File: src/rtl/md_unit_iter.sv
// ---------------------------------------------------------------------------
// md_unit_iter
//
// Iterative multiply/divide unit that owns the HI/LO register pair. It sits
// beside the ALU in EX. Multiplies use a radix-2 shift-add datapath. Divides
// use a restoring divider. Both retire one bit per cycle, so an arithmetic op
// keeps busy high for WIDTH+1 cycles (WIDTH iterations plus one fix-up cycle).
//
// Optional feature macro: MDU_MADD_EN
//   defined   : ops 7-10 (MADD/MADDU/MSUB/MSUBU) accumulate into {HI,LO}
//   undefined : ops 7-10 decode as NOP and no accumulate adder is built
//
// Parameters:
//   WIDTH  operand width and width of each of HI and LO
//   CNT_W  iteration counter width, must satisfy 2**CNT_W > WIDTH
//
// Ports:
//   clk      clock
//   reset    synchronous, active-high reset
//   flush    blocks acceptance of op this cycle (never cancels an op in flight)
//   op       0 NOP, 1 MULT, 2 MULTU, 3 DIV, 4 DIVU, 5 MTHI, 6 MTLO,
//            7 MADD, 8 MADDU, 9 MSUB, 10 MSUBU, others NOP
//   src_a    rs operand (dividend, multiplicand, MTHI/MTLO data)
//   src_b    rt operand (divisor, multiplier)
//   rd_hi    read select, 1 = HI, 0 = LO
//   busy     registered, high while an arithmetic op is in flight
//   rd_data  combinational HI/LO read port
// ---------------------------------------------------------------------------
module md_unit_iter #(
  parameter int WIDTH = 32,
  parameter int CNT_W = 6
) (
  input  logic             clk,
  input  logic             reset,
  input  logic             flush,
  input  logic [3:0]       op,
  input  logic [WIDTH-1:0] src_a,
  input  logic [WIDTH-1:0] src_b,
  input  logic             rd_hi,
  output logic             busy,
  output logic [WIDTH-1:0] rd_data
);

  localparam logic [3:0] OP_MULT  = 4'd1;
  localparam logic [3:0] OP_MULTU = 4'd2;
  localparam logic [3:0] OP_DIV   = 4'd3;
  localparam logic [3:0] OP_DIVU  = 4'd4;
  localparam logic [3:0] OP_MTHI  = 4'd5;
  localparam logic [3:0] OP_MTLO  = 4'd6;
`ifdef MDU_MADD_EN
  localparam logic [3:0] OP_MADD  = 4'd7;
  localparam logic [3:0] OP_MADDU = 4'd8;
  localparam logic [3:0] OP_MSUB  = 4'd9;
  localparam logic [3:0] OP_MSUBU = 4'd10;
`endif

  localparam logic [CNT_W-1:0] LAST_ITER = CNT_W'(WIDTH - 1);

  typedef enum logic [1:0] {
    IDLE,
    CALC,
    FIX
  } state_t;

  state_t               state;
  logic [CNT_W-1:0]     counter;
  logic                 is_div_r;
  logic                 neg_a_r;
  logic                 neg_b_r;
  logic [WIDTH-1:0]     opnd;
  logic [2*WIDTH-1:0]   wk;
  logic [WIDTH-1:0]     hi;
  logic [WIDTH-1:0]     lo;
`ifdef MDU_MADD_EN
  logic                 acc_r;
  logic                 sub_r;
`endif

  // Op decode
  logic                 op_is_mul;
  logic                 op_is_div;
  logic                 op_signed;
`ifdef MDU_MADD_EN
  logic                 op_is_acc;
  logic                 op_is_sub;
`endif
  logic                 start;
  logic [WIDTH-1:0]     abs_a;
  logic [WIDTH-1:0]     abs_b;

  // Iteration datapath
  logic [WIDTH:0]       mul_sum;
  logic [2*WIDTH-1:0]   mul_next;
  logic [WIDTH:0]       div_shift;
  logic                 div_ge;
  logic [WIDTH-1:0]     div_sub;
  logic [2*WIDTH-1:0]   div_next;

  // Fix-up datapath
  logic                 prod_neg;
  logic [2*WIDTH-1:0]   prod_fixed;
  logic [WIDTH-1:0]     quo_fixed;
  logic [WIDTH-1:0]     rem_fixed;
  logic                 fix_write;
  logic [2*WIDTH-1:0]   fix_hilo;
`ifdef MDU_MADD_EN
  logic [2*WIDTH-1:0]   acc_sum;
  logic [2*WIDTH-1:0]   acc_diff;
`endif

  assign rd_data = rd_hi ? hi : lo;

  // Classify the incoming op. Only arithmetic ops start the FSM; MTHI/MTLO
  // are handled directly in IDLE.
  always_comb begin
    op_is_mul = 1'b0;
    op_is_div = 1'b0;
    op_signed = 1'b0;
`ifdef MDU_MADD_EN
    op_is_acc = 1'b0;
    op_is_sub = 1'b0;
`endif
    case (op)
      OP_MULT:  begin op_is_mul = 1'b1; op_signed = 1'b1; end
      OP_MULTU: begin op_is_mul = 1'b1; end
      OP_DIV:   begin op_is_div = 1'b1; op_signed = 1'b1; end
      OP_DIVU:  begin op_is_div = 1'b1; end
`ifdef MDU_MADD_EN
      OP_MADD:  begin op_is_mul = 1'b1; op_signed = 1'b1; op_is_acc = 1'b1; end
      OP_MADDU: begin op_is_mul = 1'b1; op_is_acc = 1'b1; end
      OP_MSUB:  begin op_is_mul = 1'b1; op_signed = 1'b1; op_is_acc = 1'b1; op_is_sub = 1'b1; end
      OP_MSUBU: begin op_is_mul = 1'b1; op_is_acc = 1'b1; op_is_sub = 1'b1; end
`endif
      default: ;
    endcase
  end

  assign start = (state == IDLE) && !flush && (op_is_mul || op_is_div);

  // The core works on magnitudes; signs are reapplied in FIX. The magnitude
  // of INT_MIN is 2**(WIDTH-1), which is still representable unsigned.
  assign abs_a = (op_signed && src_a[WIDTH-1]) ? -src_a : src_a;
  assign abs_b = (op_signed && src_b[WIDTH-1]) ? -src_b : src_b;

  // Shift-add multiply: wk holds {partial product, remaining multiplier
  // bits}. Each step conditionally adds the multiplicand to the upper half
  // and shifts the whole register right, carry included.
  always_comb begin
    mul_sum  = {1'b0, wk[2*WIDTH-1:WIDTH]} + (wk[0] ? {1'b0, opnd} : '0);
    mul_next = {mul_sum, wk[WIDTH-1:1]};
  end

  // Restoring divide: wk holds {partial remainder, dividend/quotient}. The
  // next dividend bit is shifted into the remainder; if the divisor fits it
  // is subtracted and a 1 is shifted into the quotient end.
  always_comb begin
    div_shift = {wk[2*WIDTH-1:WIDTH], wk[WIDTH-1]};
    div_ge    = (div_shift >= {1'b0, opnd});
    div_sub   = div_shift[WIDTH-1:0] - opnd;
    div_next  = {(div_ge ? div_sub : div_shift[WIDTH-1:0]), wk[WIDTH-2:0], div_ge};
  end

  // Sign fix-up. Quotient is negative when the operand signs differ, the
  // remainder follows the dividend, so truncation is toward zero.
  always_comb begin
    prod_neg   = neg_a_r ^ neg_b_r;
    prod_fixed = prod_neg ? -wk : wk;
    quo_fixed  = prod_neg ? -wk[WIDTH-1:0] : wk[WIDTH-1:0];
    rem_fixed  = neg_a_r ? -wk[2*WIDTH-1:WIDTH] : wk[2*WIDTH-1:WIDTH];
  end

`ifdef MDU_MADD_EN
  assign acc_sum  = {hi, lo} + prod_fixed;
  assign acc_diff = {hi, lo} - prod_fixed;
`endif

  // Select what FIX writes to {HI,LO}. A zero divisor still runs the full
  // latency but leaves HI/LO untouched.
  always_comb begin
    fix_write = !(is_div_r && (opnd == '0));
    fix_hilo  = prod_fixed;
    if (is_div_r) begin
      fix_hilo = {rem_fixed, quo_fixed};
    end
`ifdef MDU_MADD_EN
    else if (acc_r) begin
      fix_hilo = sub_r ? acc_diff : acc_sum;
    end
`endif
  end

  // Control FSM, work registers and the HI/LO pair. busy is registered and
  // tracks exactly the CALC and FIX cycles. Reset aborts any op in flight.
  always_ff @(posedge clk) begin
    if (reset) begin
      state    <= IDLE;
      busy     <= 1'b0;
      counter  <= '0;
      is_div_r <= 1'b0;
      neg_a_r  <= 1'b0;
      neg_b_r  <= 1'b0;
      opnd     <= '0;
      wk       <= '0;
      hi       <= '0;
      lo       <= '0;
`ifdef MDU_MADD_EN
      acc_r    <= 1'b0;
      sub_r    <= 1'b0;
`endif
    end else begin
      case (state)
        IDLE: begin
          if (start) begin
            state    <= CALC;
            busy     <= 1'b1;
            counter  <= '0;
            is_div_r <= op_is_div;
            neg_a_r  <= op_signed & src_a[WIDTH-1];
            neg_b_r  <= op_signed & src_b[WIDTH-1];
`ifdef MDU_MADD_EN
            acc_r    <= op_is_acc;
            sub_r    <= op_is_sub;
`endif
            if (op_is_div) begin
              opnd <= abs_b;
              wk   <= {{WIDTH{1'b0}}, abs_a};
            end else begin
              opnd <= abs_a;
              wk   <= {{WIDTH{1'b0}}, abs_b};
            end
          end else if (!flush && (op == OP_MTHI)) begin
            hi <= src_a;
          end else if (!flush && (op == OP_MTLO)) begin
            lo <= src_a;
          end
        end
        CALC: begin
          wk      <= is_div_r ? div_next : mul_next;
          counter <= counter + 1'b1;
          if (counter == LAST_ITER) begin
            state <= FIX;
          end
        end
        FIX: begin
          if (fix_write) begin
            hi <= fix_hilo[2*WIDTH-1:WIDTH];
            lo <= fix_hilo[WIDTH-1:0];
          end
          busy  <= 1'b0;
          state <= IDLE;
        end
        default: begin
          state <= IDLE;
          busy  <= 1'b0;
        end
      endcase
    end
  end

endmodule

File: config.mk
export PLATFORM = sky130hd
export DESIGN_NAME = md_unit_iter
export DESIGN_NICKNAME = d
export VERILOG_FILES = /design/src/rtl/md_unit_iter.sv
export SDC_FILE = /design/constraint.sdc
export NUM_CORES = 1
export LEC_CHECK = 0
export CAP_MARGIN = 20
export CORE_MARGIN = 5
export CORE_UTILIZATION = 55
export CTS_CLUSTER_DIAMETER = 80
export DETAILED_ROUTE_END_ITERATION = 10
export HOLD_SLACK_MARGIN = 0.1
export MAX_ROUTING_LAYER = met4
export PLACE_DENSITY = 0.75
export SLEW_MARGIN = 10
export SYNTH_ARGS = -nofsm -noshare
export SYNTH_HDL_FRONTEND = slang
export SYNTH_SLANG_ARGS = --single-unit
File: constraint.sdc
create_clock -name clk -period 3.6 [get_ports clk]
set_clock_uncertainty 0.05 [all_clocks]
set_input_delay 0.36 -clock clk [delete_from_list [all_inputs] [get_ports clk]]
set_output_delay 0.36 -clock clk [all_outputs]
set_load 0.01 [all_outputs]
# == Yosys cells after proc, flatten, opt, wreduce, memory -nomap -nowiden ==
# Cells that the tools add are included.
# totals
register_bits,172
latchBits,0
ramBits,0
romBits,0
input_bits,72
out_inout_bits,33
wordCells,94
n_memories,0
# classes
addsub,8
n_mul,0
n_div,0
magnitude_cmp,1
n_eq_ne,16
shift,0
muxes,33
n_bitwise,4
reduce_logical,22
# op_table
op,n
two-way mux 32 bit,16
two-way mux 64 bit,4
negator 32 bit,4
case mux 32 bit (2 select lines),2
case mux 64 bit (2 select lines),1
negator 64 bit,1
adder 32 x 32 -> 33 bit,1
greater-or-equal comparator 33 x 32 -> 1 bit,1
zero test 32 bit,1
subtractor 32 bit,1
equality test 4 x 3 -> 1 bit (second input constant),3
case mux 6 bit (2 select lines),1
inequality test 2 bit (second input constant),5
equality test 4 x 2 -> 1 bit (second input constant),2
AND reduction 2 bit,4
logical AND 1 bit,7
adder 6 x 1 -> 6 bit (second input constant),1
equality test 6 x 5 -> 1 bit (second input constant),1
two-way mux 6 bit,1
OR reduction 2 bit,3
AND reduction 5 bit,1
equality test 4 x 1 -> 1 bit (second input constant),1
two-way mux 1 bit,4
two-way mux 2 bit,2
other kinds (13),16

# == Depth between registers and ports, before layout ==
# Gate-level depths: netlist (run 1).
# logic_depth
word_depth,8
mapped_depth,15

# == Worst setup path after synthesis (run 1) ==
# Ideal clock, no wire load.
# synth_timing
path_kind,register -> register
from,register wk[0]
to,register wk[61]
setup_ps,117
arrival_time_ps,3133
slack_ps,299
path_stages_with_launch,15
period_less_slack_ps,3301
path_cell_list,dfxtp_1 -> clkbuf_1 -> inv_1 -> clkbuf_1 -> nor2_1 -> ha_1 -> a21oi_1 -> nor2_1 -> o311ai_0 -> a31oi_1 -> a31oi_1 -> o211ai_1 -> o31a_1 -> mux2i_1 -> a32o_1
# synth_via
elab_chain_len,4
# synth_rtl
element,line,rtl
"start, declared",71,logic [2*WIDTH-1:0] wk;
"start signal, assigned",226,"wk <= {{WIDTH{1'b0}}, abs_a};"
"start signal, assigned",229,"wk <= {{WIDTH{1'b0}}, abs_b};"
"start signal, assigned",238,wk <= is_div_r ? div_next : mul_next;
two-way mux 32 bit,149,"mul_sum = {1'b0, wk[2*WIDTH-1:WIDTH]} + (wk[0] ? {1'b0, opnd} : '0);"
adder 32 x 32 -> 33 bit,149,
two-way mux 64 bit,238,
case mux 64 bit (2 select lines),211,case (state)
# No other way between the ends.
# A chain may end at the register's enable or synchronous reset.

# == Final worst setup path (run 1) ==
# layout_timing
from,register opnd[0]
to,register wk[59]
# layout_via
elab_chain_len,4
# layout_rtl
element,line,rtl
"start, declared",70,logic [WIDTH-1:0] opnd;
"start signal, assigned",225,opnd <= abs_b;
"start signal, assigned",228,opnd <= abs_a;
two-way mux 32 bit (tied with other cells),149,
adder 32 x 32 -> 33 bit or two-way mux 32 bit (tied branches),"149, 160",
two-way mux 64 bit *,238,
case mux 64 bit (2 select lines) *,211,
# Every way passes the cells marked *; elsewhere a longest branch is shown, timed or not.

==> results of run 1 <==
[cells by family after synthesis]
family | Yosys count
AND/OR/NAND/NOR | 727
AO/OA/AOI/OAI | 676
buffers and inverters | 229
flip-flops | 172
XOR/XNOR | 169
multiplexers | 73
adder cells (fa/ha/maj) | 71
[repair_timing]
action | 4_1_cts | 5_1_grt
gates resized for setup | 2 | 9
endpoints found under the hold margin | 0 | 0
setup endpoints to repair | 2 | 16
pin swaps | 0 | 2
[layout by cell type, fill, tap and decap left out, drive strengths merged, types with 17 or more instances in the layout]
cell           netlist  layout
a21oi              210     210
nor3                47      47
o21ai              134     134
xor2                76      76
mux2                34      34
a211oi              64      64
nand3               33      33
nand2              192     192
mux2i               39      39
buf                 23     145
clkdlybuf4s50        0     103
or4                 18      18
or3                 17      17
o31ai               36      36
o211ai              40      40
nor2               272     272
nand2b              25      25
ha                  69      69
inv                 70      78
clkbuf             136      17
dfxtp              172     172
nor4                30      30
xnor2               93      93
a21o                33      33
a31oi               22      22
[power groups by stage]
stage                     Sequential (mW)  Clock (mW)  Combinational (mW)
after floorplan                      2.04           0                1.10
after global placement               2.07           0                1.76
after detailed placement             2.07           0                1.78
after CTS                            2.02        2.05                1.79
after global routing                 2.04        2.13                1.97
final                                2.03        2.05                1.85
[final timing paths]
| check | from | to | slack, ns | depth (start not counted) |
|---|---|---|---|---|
| worst max-delay path | opnd[0]$_SDFFE_PP0P_ | wk[59]$_SDFFE_PP0P_ | 0.14 | 13 |
| worst min-delay path | reset | opnd[30]$_SDFFE_PP0P_ | 0.26 | 2 |
| worst max register to register | opnd[0]$_SDFFE_PP0P_ | wk[59]$_SDFFE_PP0P_ | 0.14 | 13 |
| worst min register to register | hi[10]$_SDFFE_PP0P_ | hi[10]$_SDFFE_PP0P_ | 0.41 | 2 |
[cell type report]
class                   count  area, µm²  area share, %
multi-input cells        1716      11000           61.1
flip-flops and latches    172       3450           19.2
repair buffers            248       2170           12.1
well taps                 372        465           2.59
clock buffers              17        425           2.37
inverters                  70        263           1.46
clock inverters            15        206           1.15
[metrics by stage]
stage | hold WS [ns] | worst slack [ns] | util, % | TNS [ns] | std cells
2_1_floorplan | 0.369 | 0.299 | - | 0 | 2117
3_3_place_gp | 0.381 | -0.111 | 63.7 | -0.172 | 2578
3_5_place_dp | 0.389 | -0.101 | 63.7 | -0.177 | 2578
4_1_cts | 0.249 | 0.0163 | 66.1 | 0 | 2610
5_1_grt | 0.276 | 0.00628 | 66.3 | 0 | 2610
6_report | 0.260 | 0.141 | 66.3 | 0 | 2610
[per-layer routing]
metal / vias up / track usage (%)
li1: 7904 / -
met1: 8004 / 55.3
met2: 1094 / 55.0
met3: 165 / 9.23
met4: 0 / 12.4
met5: - / -
[registers in the layout, indices dropped and copies added, names as in the netlist]
register / flops
opnd: 32
neg_b_r: 1
neg_a_r: 1
wk: 64
state: 2
busy: 1
is_div_r: 1
hi: 32
lo: 32
counter: 6
==> metrics.txt, run 1 <==
outcome=finished clean; Peak VDD IR=0.294 mV; CP Capture Type=flop; RSZ-0062 raised after global routing=no; DRC Markers=0; # diodes=0; most frequent cell after synthesis=nor2_1; vias in the first global route=15627; post-synthesis adder-cell area fraction=5.94%; first-pass GRT wire length=93000 µm; Slowest Stage Delay on Critical Path=0.41 ns; hold buffers post-CTS=0; Total Wirelength=61300 µm; Hold Fails Final Rpt=0; fin crit share=96.1%; switching power=2.24 mW; Clock Latency Late Sink=0.45 ns; family with the most delay on the worst path=compound AO/OA/AOI/OAI gates; top cells by area, synth=dfxtp_1 23%, a21oi_1 6.9%, nor2_1 6.7%; HP Class=in -> reg; overall power=5.94 mW; Crit-path slowest cell=a31oi_1; CP arrival=3.75 ns; WL met2=25100 µm; PD cells=331 nW/µm²; Setup Buffers After CTS=0; vias per cell=6.58; Synth Instances=2117; buffers plus inverters on the worst setup path=1; Netlist cell types=73; EDFF count, synth=0; clk slew on worst S/H paths=0.08 ns; Internal=3.70 mW; largest family of logic cells by synthesized area=compound AO/OA/AOI/OAI gates; simple logic cell fraction of the synthesized area=22.4%; Crit Path Class=reg -> reg; Total Die Area=31100 µm²; GP Congestion=1.08; M1 WL=26100 µm; DIE HEIGHT=176 µm; Die Wd=176 µm; sequential share of power=34.2%; final instance area=18000 µm²; fmax=289 MHz; Core Region=27100 µm²; initial core utilization=56.1%; Yosys top cell area share=22.6%; DR top layer=met4; Primary FF master, synth=dfxtp_1; number of filler cells placed in the layout=2459; final setup fails=0; crit path max fanout=4; CP Launch Type=flop; Seq cells post-synth=172; final max-slew violation count=0; root buf cell=clkbuf_16; CTS tree=yes; multiplexer share of the synthesized area=5.08%; pin count of the biggest net entering global routing=61; Compound-Gate Fraction of Synth Area=28.5%; Syn Nets=2260; Clock Sinks=172; Post-synth top cells=271 x nor2_1, 210 x a21oi_1, 192 x nand2_1, 172 x dfxtp_1, 136 x clkbuf_1; Final ANT Viol Nets=0; relative slew slack=24.6%; Comb pwr share=31.2%; DR iter-0 viols=2575; Sw Share=37.7%; fraction of layout cells with a size suffix above 1=10.8%; Layout area overhead=18.0%; routed length per instance=23.5 µm; WP data required=3.89 ns; fin nets=2368; CTS Buf Count=17; Yosys warnings=0; placed cell area=17300 µm²; Worst Tran Pin Value=1.13 ns; Syn Std Cell Area=15200 µm²; CTS H-tree lvls=4; cell taking the most area after synthesis=dfxtp_1; sequential cell area fraction in the yosys report=22.6%; Met3 Wirelength=7750 µm; LEAKAGE=7.19 nW; Max-Cap Viols=0; mean post-synth cell area=7.19 µm²; Initial DRT Pass Iterations=6; GRT Total Usage=39.1%; crit-path cells=and2_1 -> ha_1 -> inv_1 -> fa_1 -> nand2b_1 -> a21oi_1 -> o311ai_0 -> a31oi_1 -> a31oi_2 -> o211ai_1 -> xnor2_1 -> o21ai_0 -> a211o_1; row count=60; vias=17167; clk buf depth=2; port bufs=104; XOR/XNOR Fraction of Synth Area=9.73%; min Tclk post-route=3.46 ns; Synth async-reset ratio=0%; DP HPWL=47900 µm; initial antenna violation count=0; clock share of power=34.6%; grt ovf=0; Ports=105
No activity file was read; power rests on OpenSTA's default activity.
==> run 2: changes to the inputs <==
Settings changed: DONT_BUFFER_PORTS set to 1, PLACE_DENSITY 0.75 to 0.7.
==> run 2 against run 1 <==
Sequential share of layout area up 1.4 points. Maximum frequency up 0.33%. Cell area down 6.7%. Core utilization down 4.5 points. Sequential power about the same. Critical path type unchanged. Critical endpoint is now hi[31]$_SDFFE_PP0P_. Largest power group is now sequential cells.
==> metrics.txt, run 2 (same netlist as run 1, synthesis figures left out) <==
outcome=finished clean; Max-Cap Viols=0; crit path max fanout=9; pin count of the biggest net entering global routing=112; CP arrival=3.78 ns; leading cell type in the layout, fill and taps excluded=nor2_1; CP Capture Type=flop; Initial DRT Pass Iterations=6; hold endpoint=hi[6]$_SDFFE_PP0P_; Reg area=3450 µm²; Worst Tran Pin Value=0.997 ns; max FFs per register=64; multi-input gate area in the final layout=11000 µm²; Reg with most FFs=wk; initial core utilization=56.1%; hold slack=0.109 ns; fin nets=2244; fraction of layout cells with a size suffix above 1=9.79%; R2R cell count=8; fmax=290 MHz; grt ovf=0; Met3 Wirelength=8140 µm; Core Region=27100 µm²; setup tns final=0 ns; Final ANT Viol Nets=0; Clock Latency Late Sink=0.45 ns; DR iter-0 viols=2400; GP Congestion=1.07; clk slew on worst S/H paths=0.08 ns; WP data required=3.93 ns; WL met2=24000 µm; vias in the first global route=14697; WHS Path Cells=2; CTS H-tree lvls=4; Layout area overhead=10.1%; root buf cell=clkbuf_16; HP Start=src_a[6]; fin crit share=95.8%; CTS Buf Count=17; number of filler cells placed in the layout=2523; Ports=105; Peak VDD IR=0.261 mV; DIE HEIGHT=176 µm; DP HPWL=46400 µm; r2r startpoint=wk[21]$_SDFFE_PP0P_; PD cells=334 nW/µm²; min Tclk post-route=3.45 ns; final max-slew violation count=0; Hold Fails Final Rpt=0; M1 WL=25400 µm; clk buf depth=2; Total Die Area=31100 µm²; vias=16663; DRC Markers=0; HP Class=in -> reg; LEAKAGE=6.65 nW; terminus of the critical flop-to-flop path=hi[31]$_SDFFE_PP0P_; final setup fails=0; R2R Setup Slk=0.15 ns; CTS tree=yes; port bufs=0; DR top layer=met4; vias per cell=6.69; Crit Path Class=reg -> reg; GRT Total Usage=37.9%; initial antenna violation count=4; Total Wirelength=59900 µm; CP Launch Type=flop; first-pass GRT wire length=88700 µm; Clock Sinks=172; row count=60; Die Wd=176 µm; relative slew slack=33.5%; routed length per instance=24.0 µm; most frequent cells in the layout=270 x nor2_1, 208 x a21oi_1, 192 x nand2_1, 171 x dfxtp_1, 117 x o21ai_0
run 2: power by group:
part / leakage (nW) / switching [mW] / total, mW / internal [mW]
Clock: 0.286 / 0.975 / 1.92 / 0.942
Combinational: 4.97 / 0.994 / 1.62 / 0.625
Sequential: 1.39 / 0.0881 / 2.05 / 1.96
run 2: worst max-delay path by stage:
stage                        start                   to  cells after the start
2_1_floorplan   wk[0]$_SDFFE_PP0P_  wk[61]$_SDFFE_PP0P_                     14
3_3_place_gp   wk[21]$_SDFFE_PP0P_  hi[31]$_SDFFE_PP0P_                      8
3_5_place_dp   wk[21]$_SDFFE_PP0P_  hi[31]$_SDFFE_PP0P_                      8
4_1_cts        wk[21]$_SDFFE_PP0P_  hi[31]$_SDFFE_PP0P_                      8
5_1_grt         wk[0]$_SDFFE_PP0P_  wk[60]$_SDFFE_PP0P_                     13
6_report       wk[21]$_SDFFE_PP0P_  hi[31]$_SDFFE_PP0P_                      8
run 2: layout make-up:
class / count / share of cell area, %
clock buffer: 17 / 2.54
clock inverter: 15 / 1.01
inverter: 70 / 1.57
tap: 372 / 2.78
sequential: 172 / 20.6
antenna: 5 / 0.0747
timing repair buffer: 124 / 6.01
multi-input combinational: 1716 / 65.4
run 2: metal layers:
| layer | up-vias | track usage [%] |
|---|---|---|
| met4 | 0 | 12.8 |
| li1 | 7661 | - |
| met3 | 151 | 10.9 |
| met5 | - | - |
| met1 | 7809 | 53.5 |
| met2 | 1042 | 51.6 |
run 2: per-stage QoR:
step / worst slack, ns / instances / power, mW / util (%) / instance area (µm²)
2_1_floorplan: 0.299 / 2117 / 3.14 / - / 15200
3_3_place_gp: 0.0934 / 2441 / 3.59 / 58.9 / 16000
3_5_place_dp: 0.108 / 2441 / 3.60 / 58.9 / 16000
4_1_cts: 0.0875 / 2486 / 5.53 / 61.7 / 16700
5_1_grt: -0.0227 / 2490 / 5.79 / 61.8 / 16700
6_report: 0.152 / 2491 / 5.59 / 61.8 / 16700
run 2: repair_timing:
action | 4_1_cts | 5_1_grt
hold buffers | 13 | 0
setup endpoints to repair | 0 | 8
gates resized for setup | 0 | 10
endpoints found under the hold margin | 121 | 0
buffers inserted | 0 | 0
run 2: worst max-delay path, stage by stage, from the launching register on:
cell and delay, ns:
dfxtp_1 0.39, or4_1 0.72, nor3_1 0.32, a31oi_1 0.24, or3_1 0.49, and2_1 0.26, a2111oi_1 0.66, a21oi_1 0.12
o21ai_1 0.14
